$ cat config.mk
export PLATFORM = sky130hd
export DESIGN_NAME = mem_arbiter
export DESIGN_NICKNAME = d
export VERILOG_FILES = /design/src/rtl/mem_arbiter.sv
export SDC_FILE = /design/constraint.sdc
export NUM_CORES = 1
export LEC_CHECK = 0
export ABC_AREA = 0
export CORE_AREA = 3 3 123 125
export CTS_BUF_LIST = sky130_fd_sc_hd__clkbuf_4
export DETAILED_ROUTE_END_ITERATION = 10
export DIE_AREA = 0 0 126 128
export PLACE_DENSITY = 0.8
export SYNTH_ARGS = -nofsm -noshare
export SYNTH_HDL_FRONTEND = slang
export SYNTH_SLANG_ARGS = --single-unit
$ cat constraint.sdc
create_clock -name clk -period 1.92 [get_ports clk]
set_input_delay 0.384 -clock clk [delete_from_list [all_inputs] [get_ports clk]]
set_output_delay 0.384 -clock clk [all_outputs]
set_load 0.01 [all_outputs]
$ cat src/rtl/mem_arbiter.sv
// Single-port SRAM arbiter between instruction fetch and data memory, with owner-tagged
// read responses, per-port hold registers and a contention counter. Define MEM_ARB_RR_EN for round-robin conflicts.
module mem_arbiter #(
  parameter int ADDR_W = 32,
  parameter int DATA_W = 32
) (
  input  logic              clk,
  input  logic              rst,
  input  logic              if_req,
  input  logic [ADDR_W-1:0] if_addr,
  output logic              if_gnt,
  output logic              if_stall,
  output logic              if_rvalid,
  output logic [DATA_W-1:0] if_rdata,
  input  logic              dm_req,
  input  logic [3:0]        dm_wen,
  input  logic [ADDR_W-1:0] dm_addr,
  input  logic [DATA_W-1:0] dm_wdata,
  output logic              dm_gnt,
  output logic              dm_stall,
  output logic              dm_rvalid,
  output logic [DATA_W-1:0] dm_rdata,
  output logic              sram_en,
  output logic [3:0]        sram_wen,
  output logic [ADDR_W-1:0] sram_addr,
  output logic [DATA_W-1:0] sram_wdata,
  input  logic [DATA_W-1:0] sram_rdata,
  output logic [31:0]       conflict_cnt
);

  typedef enum logic [1:0] {
    OWN_NONE = 2'd0,
    OWN_IF   = 2'd1,
    OWN_DM   = 2'd2
  } own_t;

  function automatic logic [31:0] sat_inc(input logic [31:0] v);
    return (v == 32'hFFFF_FFFF) ? v : v + 32'd1;
  endfunction

  own_t              own_p1, own_nxt;
  logic              both_p0;
  logic              dm_pri;
  logic [DATA_W-1:0] if_hold_p1, dm_hold_p1;

  assign both_p0 = if_req & dm_req & ~rst;

`ifdef MEM_ARB_RR_EN
  // last_dm_p1 = 1 when DM won the most recent conflict; the other port wins the next one
  logic last_dm_p1;
  assign dm_pri = ~last_dm_p1;

  always_ff @(posedge clk) begin
    if (rst)
      last_dm_p1 <= 1'b0;
    else if (both_p0)
      last_dm_p1 <= dm_gnt;
  end
`else
  assign dm_pri = 1'b1;
`endif

  // ---- p0: grant and SRAM drive ----
  assign dm_gnt   = ~rst & dm_req & (~if_req | dm_pri);
  assign if_gnt   = ~rst & if_req & (~dm_req | ~dm_pri);
  assign if_stall = if_req & ~if_gnt;
  assign dm_stall = dm_req & ~dm_gnt;

  assign sram_en    = if_gnt | dm_gnt;
  assign sram_wen   = dm_gnt ? dm_wen : 4'd0;
  assign sram_addr  = dm_gnt ? dm_addr : (if_gnt ? if_addr : '0);
  assign sram_wdata = dm_gnt ? dm_wdata : '0;

  always_comb begin
    own_nxt = OWN_NONE;
    if (if_gnt)
      own_nxt = OWN_IF;
    else if (dm_gnt && (dm_wen == 4'd0))
      own_nxt = OWN_DM;
  end

  always_ff @(posedge clk) begin
    if (rst) begin
      own_p1       <= OWN_NONE;
      conflict_cnt <= 32'd0;
    end else begin
      own_p1 <= own_nxt;
      if (both_p0)
        conflict_cnt <= sat_inc(conflict_cnt);
    end
  end

  // ---- p1: response steering and hold ----
  assign if_rvalid = ~rst & (own_p1 == OWN_IF);
  assign dm_rvalid = ~rst & (own_p1 == OWN_DM);
  assign if_rdata  = if_rvalid ? sram_rdata : if_hold_p1;
  assign dm_rdata  = dm_rvalid ? sram_rdata : dm_hold_p1;

  always_ff @(posedge clk) begin
    if (rst) begin
      if_hold_p1 <= '0;
      dm_hold_p1 <= '0;
    end else begin
      if (if_rvalid)
        if_hold_p1 <= sram_rdata;
      if (dm_rvalid)
        dm_hold_p1 <= sram_rdata;
    end
  end

endmodule

==> results by group <==
Outcome
  – Status: finished, violations left
  – Failing checks: setup timing

Timing
  – Max-slew headroom: between 70% and 80%
  – Slew Viols, Final: 0
  – RSZ-0062 raised after global routing: yes
  – Fmax: 0.420 GHz
  – Slew @ Worst Pin: 342 ps
  – Share of the cycle needed by the critical path after routing: 124%
  – Max Clock Skew: between 15 and 20 ps
  – Hold Fails Final Rpt: 0
  – Final worst slack: -464 ps
  – Setup-failing EPs final: 100
  – Fin crit period: between 2000 and 2500 ps

Global routing
  – Global-route wire length before repair: approximately 34 mm
  – Number of global-route vias before repair: ~5800
  – Overall Global Routing Usage: ~28%
  – Pin count of the biggest net entering global routing: 51
  – Initial antenna violation count: 5
  – GR Overflow Total: 0

CTS
  – CTS Buf Count: 9
  – Worst skew pair latency: about 470 ps
  – Root buffer selected by CTS: clkbuf_4
  – H-tree depth: 3
  – Hold_buf cts: 0
  – Clock Sinks: 98
  – CTS tree: yes
  – Clock buffer depth: 2
  – CTS clk-pin slew, worst paths: 150 ps

Synth
  – Mapped Cells: 489
  – Synth unique cells: 49
  – Yosys reg bits: 98
  – Syn nets: ~630
  – Sequential share of the synthesized area: between 40% and 50%
  – Synth Cell Area: 4810 um^2
  – Fraction of registers with async set or reset after synthesis: 0%
  – Syn. warnings: 0
  – Number of synthesized flops with an enable pin: 0
  – Most used DFF post-synth: dfxtp_1
  – Syn avg cell area: between 9 and 10 um^2

Placed design
  – RD Place Congestion: between 0.9 and 1
  – Place WS: -837 ps
  – IO Port Bufs: a little over 300
  – Post-Place Cell Area: ~8600 um^2
  – Detailed placement HPWL: roughly 17 mm

Setup path
  – Worst path arrival time: around 2000 ps
  – CP max FO: 8
  – Most numerous cell on the critical path: buf_6
  – CP startpoint kind: flip-flop
  – Setup CP Type: flip-flop to primary output
  – Critical path cell sequence: nor3b_4 > buf_6 > buf_12 > buf_4 > mux2_4 > buf_6
  – CP required: 1540 ps
  – CP max stage delay: 390 ps
  – Critical path capture point type: primary output
  – Slowest CP cell: dfxtp_2

Power
  – VDD IR max: between 200 and 300 uV
  – Total leakage power: 4.39 nW
  – Power Density: about 420 nW/um^2

Drt
  – Vias/cell: approximately 5.2
  – Initial DRC count: a little under 300
  – Residual DRC: 0
  – DRT Pass-1 Iters: 4
  – ANT nets after route: 0
  – Avg WL per Cell: ~23 um
  – Final WL: 25.0 mm
  – Vias: around 5700

Finish
  – Commonest non-fill, non-tap cell in the layout: clkdlybuf4s50_1
  – Most frequent cells in the layout: clkdlybuf4s50_1 (136), and2_1 (101), buf_4 (85), dfxtp_1 (76), buf_6 (75)
  – Final-stage net count: 1037
  – Layout area overhead: 105%
  – Share of layout cells above drive strength 1: 46.7%
  – Fin area: about 9800 um^2

Floorplan
  – Die width: ~130 um
  – Die area: about 16000 um^2
  – DIE HEIGHT: around 130 um
  – Core outline area: around 14000 um^2
  – Top-Level Pins: between 300 and 400
  – Row cnt: 43
  – Initial core utilization: 34.4%

Min path
  – Hold Path Class: primary input to flip-flop

Flow run
  – Max Cap Viol: 0
[stage by stage]
step / hold slack [ps] / total power, mW / utilization [%] / TNS (ps) / cells
after detailed placement: 512 / 2.94 / 61.5 / -134610 / 1008
after floorplan: 460 / 2.33 / - / -12820 / 489
final: 275 / 4.16 / 70.4 / -25100 / 1089
after global placement: 494 / 2.93 / 61.5 / -126290 / 1008
after CTS: 208 / 4.14 / 66.4 / -27680 / 1063
after global routing: 248 / 4.30 / 70.4 / -31470 / 1089
[synth_stat cells (all sizes together), types with 3 or more instances]
master / count / area share [%]
o41ai: 4 / 0.73
o31ai: 10 / 1.6
buf: 12 / 1.6
nand3: 13 / 1.5
or4: 11 / 1.8
o2111ai: 4 / 0.86
nor3: 3 / 0.65
xor2: 4 / 0.73
nor3b: 4 / 0.62
nand2: 8 / 0.62
or3: 6 / 0.91
a2111oi: 3 / 0.55
and2: 102 / 13
a22o: 32 / 5.8
and4: 4 / 0.75
nand4: 9 / 1.3
mux2: 66 / 15
nor4: 5 / 0.65
o311ai: 4 / 0.73
a21oi: 16 / 1.7
dfxtp: 98 / 41
nor2b: 4 / 0.52
clkbuf: 25 / 2.0
o21ai: 7 / 0.73
inv: 4 / 0.31
nor2: 14 / 1.1
xnor2: 4 / 0.73
or2: 4 / 0.52
[repair_timing]
action / in CTS / in global routing
gates cloned: 10 / 5
resized for setup: 560 / 200
setup endpoints to repair: 191 / 155
setup buffers: 29 / 21
pin swaps: 22 / 39
[registers in the layout, summed over array words and instances, names as in the netlist]
signal	flops
if_hold_p1	32
dm_hold_p1	32
own_p1	2
conflict_cnt	32
[path summary, 6_finish.rpt]
check	start	end	slack, ps	depth (start not counted)
setup / recovery	own_p1[1]$_SDFF_PP0_	dm_rdata[13]	-460	6
setup reg to reg	conflict_cnt[1]$_SDFFE_PP0P_	conflict_cnt[30]$_SDFFE_PP0P_	-80	8
hold / removal	rst	own_p1[0]$_SDFF_PP0_	280	3
hold reg to reg	conflict_cnt[27]$_SDFFE_PP0P_	conflict_cnt[27]$_SDFFE_PP0P_	510	2
[metal layers]
metal  vias up  track usage [%]  wire length (um)  part of all wire, %
li1       2602                -                 -                    -
met3        69             7.96              1770                  7.1
met2       267             50.5             13000                   52
met5         -                0                13                0.052
met1      2770             29.1              8960                   36
met4         2             16.1              1300                  5.2
[layout make-up]
class,count,area (um^2)
tap,180,225
clock buffer,9,67.6
timing repair buffer,437,4200
clock inverter,7,76.3
fill,997,4150
multi-input combinational,350,3240
antenna,4,10.0
sequential,98,2010
inverter,4,15.0
[power by group]
| group | internal (mW) | switching (mW) |
|---|---|---|
| Clock | 0.406 | 0.758 |
| Combinational | 0.577 | 0.370 |
| Sequential | 2.04 | 0.00748 |
| Total | 3.03 | 1.13 |
[cells by family after synthesis]
kind of cell	synth area share, %
AND/OR/NAND/NOR	24.7
adder cells (fa/ha/maj)	0.260
AO/OA/AOI/OAI	13.4
multiplexers	15.5
buffers and inverters	3.88
XOR/XNOR	1.46
flip-flops	40.8
[worst max-delay path, delay by kind of cell (launching register included)]
kind	cells	cell delay, ps
buffers and inverters	4	560
flip-flops	1	390
multiplexers	1	300
AND/OR/NAND/NOR	1	280
(Power assumes the default switching activity.)
